### src/rtl/mips_alu_pkg.sv
// Shared ALU opcode, MIPS opcode/funct constants and the issue record used by mips_alu_issue.
package mips_alu_pkg;

    localparam logic [3:0] ALU_OP_ADD = 4'd0;
    localparam logic [3:0] ALU_OP_SUB = 4'd1;
    localparam logic [3:0] ALU_OP_AND = 4'd2;
    localparam logic [3:0] ALU_OP_OR  = 4'd3;
    localparam logic [3:0] ALU_OP_XOR = 4'd4;
    localparam logic [3:0] ALU_OP_LUI = 4'd5;
    localparam logic [3:0] ALU_OP_SLL = 4'd6;
    localparam logic [3:0] ALU_OP_SRL = 4'd7;
    localparam logic [3:0] ALU_OP_SRA = 4'd8;

    localparam logic [5:0] OPC_RTYPE = 6'h00;
    localparam logic [5:0] OPC_BEQ   = 6'h04;
    localparam logic [5:0] OPC_BNE   = 6'h05;
    localparam logic [5:0] OPC_ADDI  = 6'h08;
    localparam logic [5:0] OPC_ADDIU = 6'h09;
    localparam logic [5:0] OPC_ANDI  = 6'h0C;
    localparam logic [5:0] OPC_ORI   = 6'h0D;
    localparam logic [5:0] OPC_XORI  = 6'h0E;
    localparam logic [5:0] OPC_LUI   = 6'h0F;
    localparam logic [5:0] OPC_LW    = 6'h23;
    localparam logic [5:0] OPC_SW    = 6'h2B;

    localparam logic [5:0] FN_SLL  = 6'h00;
    localparam logic [5:0] FN_SRL  = 6'h02;
    localparam logic [5:0] FN_SRA  = 6'h03;
    localparam logic [5:0] FN_SLLV = 6'h04;
    localparam logic [5:0] FN_SRLV = 6'h06;
    localparam logic [5:0] FN_SRAV = 6'h07;
    localparam logic [5:0] FN_ADD  = 6'h20;
    localparam logic [5:0] FN_ADDU = 6'h21;
    localparam logic [5:0] FN_SUB  = 6'h22;
    localparam logic [5:0] FN_SUBU = 6'h23;
    localparam logic [5:0] FN_AND  = 6'h24;
    localparam logic [5:0] FN_OR   = 6'h25;
    localparam logic [5:0] FN_XOR  = 6'h26;

    typedef struct packed {
        logic [3:0]  op;
        logic [31:0] a;
        logic [31:0] b;
        logic        is_branch;
        logic        branch_ne;
        logic        illegal;
    } alu_issue_t;

endpackage

### src/rtl/mips_alu_op_decode.sv
// Combinational MIPS opcode/funct decode into ALU opcode and selected/extended operands.
module mips_alu_op_decode
    import mips_alu_pkg::*;
(
    input  logic [5:0]  opcode_i,
    input  logic [5:0]  funct_i,
    input  logic [4:0]  shamt_i,
    input  logic [15:0] imm_i,
    input  logic [31:0] rs_val_i,
    input  logic [31:0] rt_val_i,
    output alu_issue_t  issue_o
);

    logic [31:0] imm_sext;
    logic [31:0] imm_zext;

    assign imm_sext = {{16{imm_i[15]}}, imm_i};
    assign imm_zext = {16'b0, imm_i};

    // Unknown encodings fall out of the default: ADD of zeros flagged illegal.
    always_comb begin
        issue_o         = '0;
        issue_o.op      = ALU_OP_ADD;
        issue_o.illegal = 1'b1;
        case (opcode_i)
            OPC_RTYPE: begin
                case (funct_i)
                    FN_ADD, FN_ADDU, FN_SUB, FN_SUBU, FN_AND, FN_OR, FN_XOR: begin
                        issue_o.illegal = 1'b0;
                        issue_o.a       = rs_val_i;
                        issue_o.b       = rt_val_i;
                        case (funct_i)
                            FN_SUB, FN_SUBU: issue_o.op = ALU_OP_SUB;
                            FN_AND:          issue_o.op = ALU_OP_AND;
                            FN_OR:           issue_o.op = ALU_OP_OR;
                            FN_XOR:          issue_o.op = ALU_OP_XOR;
                            default:         issue_o.op = ALU_OP_ADD;
                        endcase
                    end
                    FN_SLL, FN_SRL, FN_SRA, FN_SLLV, FN_SRLV, FN_SRAV: begin
                        issue_o.illegal = 1'b0;
                        issue_o.a       = rt_val_i;
                        issue_o.b       = funct_i[2] ? {27'b0, rs_val_i[4:0]} : {27'b0, shamt_i};
                        case (funct_i[1:0])
                            2'b10:   issue_o.op = ALU_OP_SRL;
                            2'b11:   issue_o.op = ALU_OP_SRA;
                            default: issue_o.op = ALU_OP_SLL;
                        endcase
                    end
                    default: ;
                endcase
            end
            OPC_ADDI, OPC_ADDIU, OPC_LW, OPC_SW: begin
                issue_o.illegal = 1'b0;
                issue_o.a       = rs_val_i;
                issue_o.b       = imm_sext;
            end
            OPC_ANDI, OPC_ORI, OPC_XORI: begin
                issue_o.illegal = 1'b0;
                issue_o.a       = rs_val_i;
                issue_o.b       = imm_zext;
                case (opcode_i)
                    OPC_ANDI: issue_o.op = ALU_OP_AND;
                    OPC_ORI:  issue_o.op = ALU_OP_OR;
                    default:  issue_o.op = ALU_OP_XOR;
                endcase
            end
            OPC_LUI: begin
                issue_o.illegal = 1'b0;
                issue_o.op      = ALU_OP_LUI;
                issue_o.a       = {imm_i, 16'b0};
            end
            OPC_BEQ, OPC_BNE: begin
                issue_o.illegal   = 1'b0;
                issue_o.op        = ALU_OP_SUB;
                issue_o.a         = rs_val_i;
                issue_o.b         = rt_val_i;
                issue_o.is_branch = 1'b1;
                issue_o.branch_ne = opcode_i[0];
            end
            default: ;
        endcase
    end

endmodule

### src/rtl/mips_alu_issue.sv
// ID/EX issue stage: decodes into an ALU request and registers it behind valid/ready.
// Optional 1-entry skid buffer selected by MIPS_ALU_ISSUE_SKID_EN.
module mips_alu_issue
    import mips_alu_pkg::*;
#(
    parameter int DATA_W = 32,
    parameter int OP_W   = 4
) (
    input  logic              clk,
    input  logic              rst,
    input  logic              flush,
    input  logic              in_valid,
    output logic              in_ready,
    input  logic [5:0]        in_opcode,
    input  logic [5:0]        in_funct,
    input  logic [4:0]        in_shamt,
    input  logic [15:0]       in_imm,
    input  logic [DATA_W-1:0] in_rs_val,
    input  logic [DATA_W-1:0] in_rt_val,
    output logic              out_valid,
    input  logic              out_ready,
    output logic [OP_W-1:0]   out_alu_op,
    output logic [DATA_W-1:0] out_a,
    output logic [DATA_W-1:0] out_b,
    output logic              out_is_branch,
    output logic              out_branch_ne,
    output logic              out_illegal
);

    alu_issue_t dec;
    alu_issue_t out_q, out_d;
    logic       out_valid_q, out_valid_d;
    logic       accept;
    logic       drain;

    mips_alu_op_decode u_decode (
        .opcode_i (in_opcode),
        .funct_i  (in_funct),
        .shamt_i  (in_shamt),
        .imm_i    (in_imm),
        .rs_val_i (in_rs_val),
        .rt_val_i (in_rt_val),
        .issue_o  (dec)
    );

    assign drain  = !out_valid_q || out_ready;
    assign accept = in_valid && in_ready;

`ifdef MIPS_ALU_ISSUE_SKID_EN
    alu_issue_t skid_q, skid_d;
    logic       skid_valid_q, skid_valid_d;

    assign in_ready = !rst && !skid_valid_q;

    always_comb begin
        out_d        = out_q;
        out_valid_d  = out_valid_q;
        skid_d       = skid_q;
        skid_valid_d = skid_valid_q;
        if (flush) begin
            out_valid_d  = 1'b0;
            skid_valid_d = 1'b0;
        end else if (skid_valid_q) begin
            // Skid always drains first so beat order is preserved.
            if (drain) begin
                out_d        = skid_q;
                out_valid_d  = 1'b1;
                skid_d       = dec;
                skid_valid_d = accept;
            end
        end else if (accept) begin
            if (drain) begin
                out_d       = dec;
                out_valid_d = 1'b1;
            end else begin
                skid_d       = dec;
                skid_valid_d = 1'b1;
            end
        end else if (drain) begin
            out_valid_d = 1'b0;
        end
    end

    always_ff @(posedge clk) begin
        if (rst) begin
            skid_q       <= '0;
            skid_valid_q <= 1'b0;
        end else begin
            skid_q       <= skid_d;
            skid_valid_q <= skid_valid_d;
        end
    end
`else
    assign in_ready = !rst && drain;

    always_comb begin
        out_d       = out_q;
        out_valid_d = out_valid_q;
        if (flush) begin
            out_valid_d = 1'b0;
        end else if (accept) begin
            out_d       = dec;
            out_valid_d = 1'b1;
        end else if (out_ready) begin
            out_valid_d = 1'b0;
        end
    end
`endif

    always_ff @(posedge clk) begin
        if (rst) begin
            out_q       <= '0;
            out_valid_q <= 1'b0;
        end else begin
            out_q       <= out_d;
            out_valid_q <= out_valid_d;
        end
    end

    assign out_valid     = out_valid_q;
    assign out_alu_op    = out_q.op;
    assign out_a         = out_q.a;
    assign out_b         = out_q.b;
    assign out_is_branch = out_q.is_branch;
    assign out_branch_ne = out_q.branch_ne;
    assign out_illegal   = out_q.illegal;

endmodule

### config.mk
export PLATFORM = sky130hd
export DESIGN_NAME = mips_alu_issue
export DESIGN_NICKNAME = d
export VERILOG_FILES = /design/src/rtl/mips_alu_pkg.sv /design/src/rtl/mips_alu_op_decode.sv /design/src/rtl/mips_alu_issue.sv
export SDC_FILE = /design/constraint.sdc
export NUM_CORES = 1
export LEC_CHECK = 0
export CAP_MARGIN = 20
export CORE_ASPECT_RATIO = 0.7
export CORE_UTILIZATION = 40
export DETAILED_ROUTE_END_ITERATION = 8
export PLACE_DENSITY = 0.77
export SETUP_SLACK_MARGIN = 0.3
export SYNTH_ARGS = -nofsm -noshare
export SYNTH_HDL_FRONTEND = slang
export SYNTH_SLANG_ARGS = --single-unit
### constraint.sdc
create_clock -name clk -period 4.17 [get_ports clk]
set_input_delay 0.6255 -clock clk [delete_from_list [all_inputs] [get_ports clk]]
set_output_delay 0.6255 -clock clk [all_outputs]
set_load 0.005 [all_outputs]
# [Word level (Yosys, flattened, before mapping)]
# Cells that the tools add are included.
[totals] input_bits=102 word_cells=64 regBits=72
[classes] bitwise_logic=1 eq_ne=24 n_reduce_logical=19 mux=13
[op_table] cell="$pmux 68 s2" count=1
[op_table] cell="$pmux 32 s4" count=1
[op_table] cell="$pmux 32 s3" count=1
[op_table] cell="$eq 6x6->1 const B" count=9
[op_table] cell="$eq 6x4->1 const B" count=6
[op_table] cell="$eq 6x3->1 const B" count=5
[op_table] cell="$pmux 4 s4" count=1
[op_table] cell="$reduce_or 13->1" count=1
[op_table] cell="$eq 6x2->1 const B" count=2
[op_table] cell="$logic_not 6->1" count=2
[op_table] cell="$pmux 3 s4" count=1
[op_table] cell="$reduce_or 10->1" count=1
[op_table] cell="$reduce_or 9->1" count=1
[op_table] cell="$pmux 4 s2" count=1
[op_table] cell="$reduce_or 7->1" count=1
[op_table] cell="$pmux 3 s2" count=1
[op_table] cell="$reduce_or 2->1" count=3
[op_table] cell="$reduce_or 6->1" count=1
[op_table] cell="$mux 5" count=1
[op_table] cell="$eq 2x2->1 const B" count=2
[op_table] cell="$reduce_or 4->1" count=1
[op_table] cell="$mux 1" count=3
[op_table] cell="$reduce_or 3->1" count=1
[op_table] cell="$logic_and 1x1->1" count=2
[op_table] cell="7 further kinds" count=8

# [Depth between registers and ports, before layout]
# Gate-level depths: netlist of run 1.
[logic_depth] word_depth=5 depth_mapped=8 depth_no_buf=5

# [Hierarchy]
# From an unflattened synthesis of run 1, not the netlist that was laid out.
[unflattened] cells_unflattened=511 hier_area_um2=4441.8
[modules_own_cells] mod="mips_alu_issue" n_inst=1 area_each_um2=3071.7 cells_per_inst=330
[modules_own_cells] mod="mips_alu_op_decode" n_inst=1 area_each_um2=1370.1 cells_per_inst=181

# [Least setup slack after synthesis of run 1]
# Ideal clock, no wire load.
[synth_path] path_type="input -> register" from="input in_opcode[2]" to="register out_q, in the netlist out_b[22]" required_time_ps=4048 setup_time_ps=122 setup_slack_ps=2153 path_buffers=3 arrival_ps=1895 stages=8 path_cell_list="buf_4 nand4b_4 o211ai_1 and4b_1 and4b_1 buf_6 buf_6 a221o_1"
[synth_between] elab_chain_cells=3 elab_cells_between_ends=14
[synth_lines] item="from (decl)" line_no="mips_alu_issue.sv:14" text="input logic [5:0] in_opcode,"
[synth_lines] item="$eq 6x4->1 (tied with other cells)" line_no="mips_alu_op_decode.sv:25" text="case (opcode_i)"
[synth_lines] item="$reduce_or 4->1 (tied with other cells)"
[synth_lines] item="$pmux 32 s4 *" line_no="mips_alu_op_decode.sv:25"
[synth_lines] item="to (signal assigned)" line_no="mips_alu_issue.sv:115" text="out_q <= out_d;"
[synth_lines] item="to (decl)" line_no="mips_alu_issue.sv:31" text="alu_issue_t out_q, out_d;"
# Mark *: on every way between the ends. The rest lies on a longest branch, timed or not.
# A chain may end at the register's enable or synchronous reset.

# [Final worst setup path of run 1]
[layout_path] from="input rst" to="register out_q, in the netlist out_b[25]"
[layout_between] elab_chain_cells=4
[layout_lines] item="from (decl)" line_no="mips_alu_issue.sv:10" text="input logic rst,"
[layout_lines] item="$logic_not 1->1" line_no="mips_alu_issue.sv:94" text="assign in_ready = !rst && drain;"
[layout_lines] item="$logic_and 1x1->1" line_no="mips_alu_issue.sv:94"
[layout_lines] item="$logic_and 1x1->1" line_no="mips_alu_issue.sv:47" text="assign accept = in_valid && in_ready;"
[layout_lines] item="$reduce_and 2->1 (no line)"
# Parallel ways exist; a longest one is shown, timed or not.

==> flow_summary.json, run 1 <==
{
  "antenna_cells": 0,
  "dieArea_sq_um": 10100,
  "skew_ps": 4.02,
  "tightest_slew_ps": 1070,
  "reg2reg_from": "out_valid",
  "r2r_end": "out_b[25]",
  "yosys.area.top_type": "dfxtp_1",
  "cts_resized": 0,
  "nFillCells": 784,
  "syn_nets": 503,
  "drtIter0Drc": 294,
  "hpwl_um": 9620,
  "fin_util_pct": 63.7,
  "start_util_pct": 42.0,
  "htreeDepth": 3,
  "vdd_drop_max_v": 0.000191,
  "gp_congestion": 0.884,
  "avgSynthCellArea_sq_um": 9.69,
  "path_max_fanout": 47,
  "ys_warn_count": 0,
  "p_sw_uw": 411,
  "numCtsBuffers": 9,
  "slew_violations": 0,
  "wl_per_cell_um": 19.6,
  "ys_types": 59,
  "synth_top_area_share_pct": 37.1,
  "synth_seq_area_share_pct": 37.1,
  "internal_power_mw": 1.37,
  "area_growth_pct": 51.7,
  "whs_ps": 447,
  "arrival_ps": 3280,
  "io_pins": 175,
  "grt_first_pass_wirelength_um": 20800,
  "postSynthCellCount": 401,
  "grt_start_max_net_pins": 48,
  "clk_pin_slew_ps": 60,
  "setup_viol": 0,
  "critPathLaunchType": "input pin",
  "switching_share_pct": 23.1,
  "vias": 3979,
  "leakagePower_nw": 2.02,
  "endpoint_kind": "flop",
  "grt_pass1_vias": 3769,
  "final.setup.tns_ps": 0,
  "ys_seq_elements": 72,
  "r2r_slack_ps": 1730,
  "drive_gt1_share_pct": 11.6,
  "finalHoldViolations": 0,
  "nets": 650,
  "cp.required_ps": 4440,
  "maxCapViolCount": 0,
  "slew-limit-headroom_pct": 28.3,
  "cts_buffer_depth": 2,
  "path_class": "in2reg",
  "row_count": 29,
  "grt_overflow_total": 0,
  "seqPwrFrac_pct": 39.3,
  "fin_crit_ps": 3020,
  "die_y_um": 84.4,
  "pwr_density_cell_nw_per_um2": 302,
  "firstDrtPassIters": 5,
  "routed_wl_um": 13300,
  "hp-class": "reg2reg",
  "ant_nets": 0,
  "fin_cells": 677,
  "synth_edf_count": 0,
  "period_share_pct": 72.4,
  "crit_end": "out_b[25]",
  "port_buffers": 174,
  "cts_sinks": 72,
  "clock_latency_ps": 330,
  "core-area_sq_um": 9250,
  "dp_cells": 661,
  "cts_root_buf": "clkbuf_16",
  "grt_setup_unrepaired": "no",
  "ys.flop_type": "dfxtp_1",
  "synth_area_leaders": "dfxtp_1 37%, a22oi_1 7.2%, a221o_1 7.0%, nand2_1 4.3%, a22o_1 3.6%",
  "die_w_um": 120,
  "post_cts_buffers": 0,
  "drcViolationCount": 0,
  "clock.fmax_ghz": 0.331,
  "clkPwrFrac_pct": 45.7,
  "track_usage_pct": 26.5,
  "rr_worst_depth": 5,
  "antenna_found_initial": 0,
  "startpoint": "rst",
  "vias_per_cell": 5.88,
  "postSynth.asyncResetShare_pct": 0,
  "status": "finished, final reports clean",
  "postCtsHoldBufs": 0,
  "pwr-share-comb_pct": 15.1,
  "synth_area_sq_um": 3880,
  "tritoncts": "done"
}
## critical path, stage by stage
cell and delay, ps:
buf_2 390, nor2_1 340, and3_1 520, and4b_1 470, and4b_1 700, a221o_1 220
## stage by stage
stage / worst slack (ps) / total power [mW] / instance area, sq um
2_1_floorplan: 2150 / 0.825 / 3880
3_3_place_gp: 1020 / 0.969 / 5540
3_5_place_dp: 865 / 0.977 / 5570
4_1_cts: 1200 / 1.79 / 5890
5_1_grt: 1030 / 1.85 / 5890
6_report: 1150 / 1.78 / 5890
## per-layer routing
| metal | vias to the layer above | GRT usage, % | part of all wire [%] |
|---|---|---|---|
| met5 | - | 0 | 0 |
| met4 | 0 | 7.27 | 1.0 |
| met3 | 10 | 6.73 | 9.2 |
| met2 | 209 | 40.1 | 44 |
| met1 | 1898 | 37.1 | 46 |
| li1 | 1862 | - | - |
## cells in the final DEF (no fill, tap or decap), drive strengths merged, types with 2 or more instances in the layout
cell type	Yosys	layout
clkdlybuf4s50	0	173
dfxtp	72	72
nand2	47	47
a22oi	47	47
a221o	27	27
o21ai	23	23
nand3b	17	17
nor2	17	17
a22o	16	16
a2bb2oi	15	15
clkbuf	19	14
and3	13	13
a221oi	7	7
a211oi	6	6
a21oi	6	6
mux2	5	5
nor4	4	4
nor3	4	4
buf	22	4
inv	3	3
nand2b	3	3
nand3	3	3
and2	3	3
and4b	2	2
nand4	2	2
a21o	2	2
## cells in the mapped netlist (2+ instances only)
cell type / count
dfxtp_1: 72
nand2_1: 45
a22oi_1: 37
a221o_1: 27
clkbuf_1: 19
nand3b_1: 17
a22o_1: 16
a2bb2oi_1: 15
nor2_1: 15
o21ai_1: 15
and3_1: 13
a22oi_2: 10
buf_2: 9
o21ai_0: 7
a211oi_2: 5
a21oi_1: 5
a221oi_2: 5
buf_6: 5
mux2_2: 5
buf_4: 4
nor4_4: 4
buf_12: 3
inv_1: 3
nand2b_1: 3
nand3_1: 3
nor3_1: 3
a221oi_1: 2
and4b_1: 2
nand2_2: 2
## worst min path at each step
| stage | startpoint | end | slack [ps] | cells past startpoint |
|---|---|---|---|---|
| 6_report | out_a[8] | out_a[8] | 450 | 2 |
| 2_1_floorplan | out_a[10] | out_a[10] | 450 | 2 |
| 3_3_place_gp | out_a[1] | out_a[1] | 430 | 2 |
| 4_1_cts | out_a[13] | out_a[13] | 450 | 2 |
| 5_1_grt | out_a[4] | out_a[4] | 470 | 2 |
| 3_5_place_dp | out_a[1] | out_a[1] | 440 | 2 |
## logic make-up (layout without fill, tap and decap cells)
group | Yosys count | in the layout | synth area share (%)
flip-flops | 72 | 72 | 37.1
multiplexers | 6 | 6 | 1.71
buffers and inverters | 44 | 196 | 7.15
AND/OR/NAND/NOR | 119 | 119 | 18.5
AO/OA/AOI/OAI | 160 | 160 | 35.5
## area by class of cell
type	count	area (sq um)	share of cell area, %
clock inverter	2	35.0	0.595
clock buffer	14	284	4.82
inverter	3	11.3	0.191
multi-input combinational	285	2180	37.1
tap	124	155	2.63
timing repair buffer	177	1780	30.2
sequential	72	1440	24.5
## power by group through the flow
stage          sequential (mW)  combinational [mW]  clock [mW]
2_1_floorplan            0.713               0.112           0
3_3_place_gp             0.713               0.256           0
3_5_place_dp             0.713               0.264           0
4_1_cts                  0.698               0.265       0.823
5_1_grt                  0.698               0.284       0.864
6_report                 0.698               0.268       0.811
## flip-flops by register name, indices dropped and copies added (netlist names)
| signal | cells |
|---|---|
| out_alu_op | 4 |
| out_is_branch | 1 |
| out_a | 32 |
| out_branch_ne | 1 |
| out_b | 32 |
| out_illegal | 1 |
| out_valid | 1 |
Power figures use the tool's default switching activity.
==> run 2, diff against run 1 <==
clock period = 2.9 ns   (was 4.17 ns; I/O delays follow)
==> run 2 against run 1 <==
Against the previous run:
- clock skew decreased by 1.3 ps
- critical path depth unchanged
- core utilization increased by 0.27 points
- final area rose by 0.42%
- clock power grew 26%
- critical path type unchanged
- critical endpoint unchanged
- highest routed layer unchanged
==> flow_summary.json, run 2 (synthesis results as in run 1) <==
{
  "status": "finished, final reports clean",
  "hp-class": "in2reg",
  "nets": 662,
  "port_buffers": 174,
  "power_mw": 2.41,
  "htreeDepth": 3,
  "critPathLaunchType": "input pin",
  "die_w_um": 120,
  "pwr_density_cell_nw_per_um2": 408,
  "seqCellArea_sq_um": 1440,
  "internal_power_mw": 1.80,
  "multi_input_area_sq_um": 2180,
  "leakagePower_nw": 2.05,
  "die_y_um": 84.4,
  "antenna_found_initial": 0,
  "period_share_pct": 80.9,
  "post_cts_buffers": 0,
  "rr_worst_depth": 5,
  "fin_crit_ps": 2350,
  "postCtsHoldBufs": 0,
  "final_cell_mix": "173 x clkdlybuf4s50_1, 72 x dfxtp_1, 45 x nand2_1",
  "antenna_cells": 0,
  "numCtsBuffers": 9,
  "cts_root_buf": "clkbuf_16",
  "track_usage_pct": 26.9,
  "fin_util_pct": 63.9,
  "grt_overflow_total": 0,
  "clkPwrFrac_pct": 42.3,
  "dieArea_sq_um": 10100,
  "pwr-share-comb_pct": 16.1,
  "finalHoldViolations": 0,
  "clock_latency_ps": 330,
  "slew_violations": 0,
  "area_growth_pct": 52.3,
  "hpwl_um": 9830,
  "cts_resized": 0,
  "cts_sinks": 72,
  "seqPwrFrac_pct": 41.6,
  "final.setup.tns_ps": 0,
  "tightest_slew_ps": 690,
  "routed_wl_um": 13500,
  "clk_pin_slew_ps": 60,
  "layout_commonest_cell": "clkdlybuf4s50_1",
  "ant_nets": 0,
  "setup_viol": 0,
  "p_sw_uw": 611,
  "path_class": "in2reg",
  "skew_ps": 2.72,
  "arrival_ps": 2620,
  "holdPathStages": 3,
  "drive_gt1_share_pct": 13.6,
  "core-area_sq_um": 9250,
  "grt_pass1_vias": 3833,
  "vdd_drop_max_v": 0.000257,
  "vias_per_cell": 5.83,
  "firstDrtPassIters": 5,
  "endpoint_kind": "flop",
  "drtIter0Drc": 332,
  "grt_start_max_net_pins": 47,
  "grt_first_pass_wirelength_um": 21100,
  "io_pins": 175,
  "grt_setup_unrepaired": "no",
  "vias": 4014,
  "row_count": 29,
  "start_util_pct": 42.0,
  "clock.fmax_ghz": 0.426,
  "cp.required_ps": 3170,
  "tritoncts": "done",
  "slew-limit-headroom_pct": 54.0,
  "drcViolationCount": 0,
  "maxCapViolCount": 0,
  "path_max_fanout": 16,
  "gp_congestion": 0.860,
  "switching_share_pct": 25.3,
  "cts_buffer_depth": 2,
  "nFillCells": 764,
  "wl_per_cell_um": 19.6
}
==> run 2: changes by cell type in the layout (fill, tap and decap cells not counted) <==
| cell | previous run | this run |
|---|---|---|
| buf_4 | 2 | 15 |
| clkbuf_1 | 1 | 0 |
| clkinv_2 | 1 | 4 |
| clkbuf_8 | 4 | 1 |
| clkinvlp_4 | 0 | 2 |
| buf_16 | 1 | 0 |
| bufinv_16 | 1 | 0 |
==> run 2: power by group through the flow <==
stage,Combinational [mW],Clock (mW),Sequential (mW)
global route,0.413,1.09,1.00
CTS,0.387,1.04,1.00
detailed placement,0.384,0,1.03
global placement,0.381,0,1.02
floorplan,0.162,0,1.03
finish,0.390,1.02,1.00
==> run 2: cell type report <==
type / count / area share, %
clock buffer: 10 / 4.04
clock inverter: 6 / 0.592
inverter: 3 / 0.190
multi-input combinational: 285 / 36.9
sequential: 72 / 24.4
tap: 124 / 2.62
timing repair buffer: 189 / 31.3
==> run 2: per-stage QoR <==
step / hold WS (ps) / cells / area, sq um / setup WS, ps
floorplan: 446 / 401 / 3880 / 1070
global placement: 435 / 673 / 5640 / 294
detailed placement: 444 / 673 / 5640 / 245
CTS: 398 / 689 / 5920 / 589
global route: 426 / 689 / 5920 / 463
finish: 407 / 689 / 5920 / 554
==> run 2: final timing paths <==
check | start | endpoint | slack (ps)
worst max-delay path | in_opcode[1] | out_b[25] | 550
worst min-delay path | rst | out_valid | 410
worst max register to register | out_valid | out_b[25] | 1000
worst min register to register | out_a[13] | out_a[13] | 450
==> run 2: critical path: stages <==
cell             delay, ps
clkdlybuf4s50_1        650
o21bai_2               330
o211ai_1               110
and4b_1                220
and4b_1                650
a221o_1                210
==> run 2: metal layers <==
metal,wire length (um),vias up,GRT usage [%],part of all wire [%]
li1,-,1880,-,-
met1,6310,1906,38.3,47
met2,5810,217,40.2,43
met3,1310,11,7.07,9.7
met4,105,0,6.70,0.78
met5,0,-,0,0
==> run 3, diff against run 2 <==
clock period = 2.35 ns   (was 2.9 ns; I/O delays follow)
==> run 3 against run 2 <==
Against the previous run:
- sequential power rose by 24%
- critical path depth rose by 2
- sequential share of layout area fell by 1.4 points
- register-to-register slack got worse by 300 ps
- global-route usage rose by 0.21 points
- final cell count rose by 3.0%
==> flow_summary.json, run 3 (synthesis results as in run 1) <==
{
  "status": "finished, final reports clean",
  "layout_commonest_cell": "clkdlybuf4s50_1",
  "ant_nets": 0,
  "clk_pin_slew_ps": 60,
  "cts_buffer_depth": 2,
  "grt_first_pass_wirelength_um": 21300,
  "wl_met2_um": 6040,
  "port_buffers": 174,
  "antenna_cells": 0,
  "fin_util_pct": 67.9,
  "grt_setup_unrepaired": "yes",
  "path_max_fanout": 14,
  "tritoncts": "done",
  "drive_gt1_share_pct": 16.9,
  "vias_per_cell": 5.87,
  "vias": 4167,
  "antenna_found_initial": 0,
  "hpwl_um": 10000,
  "finalHoldViolations": 0,
  "grt_start_max_net_pins": 47,
  "tightest_slew_ps": 710,
  "final.setup.tns_ps": 0,
  "firstDrtPassIters": 5,
  "arrival_ps": 2180,
  "io_pins": 175,
  "nFillCells": 754,
  "setup_viol": 0,
  "hp-class": "in2reg",
  "slew_violations": 0,
  "maxCapViolCount": 0,
  "final_cell_mix": "170 x clkdlybuf4s50_1, 72 x dfxtp_1, 45 x nand2_1",
  "nets": 683,
  "numCtsBuffers": 9,
  "grt_pass1_vias": 4007,
  "dp_cells": 690,
  "htreeDepth": 3,
  "skew_ps": 3.91,
  "clock_latency_ps": 320,
  "pwr_density_cell_nw_per_um2": 549,
  "routed_wl_um": 14000,
  "start_util_pct": 42.0,
  "wl_met1_um": 6300,
  "drtIter0Drc": 404,
  "die_w_um": 120,
  "row_count": 29,
  "track_usage_pct": 27.1,
  "seqCellArea_sq_um": 1440,
  "drcViolationCount": 0,
  "fin_crit_ps": 1970,
  "postCtsHoldBufs": 0,
  "cp.required_ps": 2560,
  "area_growth_pct": 61.8,
  "clock.fmax_ghz": 0.507,
  "path_class": "in2reg",
  "core-area_sq_um": 9250,
  "vdd_drop_max_v": 0.000316,
  "cts_sinks": 72,
  "period_share_pct": 83.9,
  "endpoint_kind": "flop",
  "cts_root_buf": "clkbuf_16",
  "leakagePower_nw": 2.26,
  "wl_per_cell_um": 19.7,
  "wl_met3_um": 1500,
  "fin_cells": 710,
  "gp_congestion": 0.921,
  "die_y_um": 84.4,
  "slew-limit-headroom_pct": 52.6,
  "dieArea_sq_um": 10100,
  "grt_overflow_total": 0,
  "critPathLaunchType": "input pin",
  "multi_input_area_sq_um": 2200,
  "highest_layer": "met4"
}
run 3: cell count changes in the layout (fill, tap and decap cells not counted), moves of 2 or more:
| cell | previous run | this run |
|---|---|---|
| and2_4 | 1 | 3 |
| buf_12 | 0 | 8 |
| buf_4 | 15 | 25 |
| bufinv_16 | 0 | 4 |
| clkdlybuf4s50_1 | 173 | 170 |
| clkinv_2 | 4 | 1 |
| clkinvlp_4 | 2 | 0 |
| dlymetal6s2s_1 | 0 | 3 |
run 3: path summary, 6_finish.rpt:
path                 from        end  slack [ps]  depth (start not counted)
max reg2reg     out_valid  out_b[29]         700                          6
min                   rst  out_valid         440                          4
min reg2reg     out_a[12]  out_a[12]         450                          2
max          in_opcode[1]  out_b[29]         380                          8
run 3: where the power goes:
part / switching, mW / total, mW / internal [mW]
combinational: 0.229 / 0.516 / 0.287
sequential: 0.00612 / 1.24 / 1.23
clock: 0.544 / 1.69 / 1.15
run 3: layout make-up:
| class | count | area share [%] |
|---|---|---|
| timing repair buffer | 208 | 33.5 |
| multi-input combinational | 287 | 35.1 |
| tap | 124 | 2.47 |
| inverter | 3 | 0.179 |
| clock buffer | 9 | 3.58 |
| clock inverter | 7 | 2.27 |
| sequential | 72 | 22.9 |
run 3: worst max-delay path: stages:
cell and delay, ps:
clkdlybuf4s50_1 470, buf_6 150, a21boi_1 170, o211ai_1 100, and4b_1 220, buf_4 180, and2_4 220, a221o_1 300
run 3: metal layers:
layer | GRT usage [%] | vias up
met2 | 41.4 | 240
met5 | 0 | -
met1 | 37.9 | 1987
li1 | - | 1931
met4 | 6.02 | 0
met3 | 7.54 | 9
run 3: what timing repair did:
| item | in CTS | in global routing |
|---|---|---|
| buffers inserted | 0 | 2 |
| gates resized for setup | 1 | 6 |
| pin swaps | 0 | 3 |
| setup endpoints to repair | 16 | 37 |
| cloned | 0 | 2 |
run 3: per-stage QoR:
stage | cell area (sq um) | setup WS (ps) | power [mW] | hold WS, ps
final | 6280 | 379 | 3.45 | 444
after global routing | 6280 | 290 | 3.55 | 443
after CTS | 6240 | 317 | 3.46 | 432
after detailed placement | 5870 | -58.0 | 1.77 | 443
after global placement | 5870 | -9.93 | 1.77 | 437
after floorplan | 3880 | 606 | 1.46 | 446
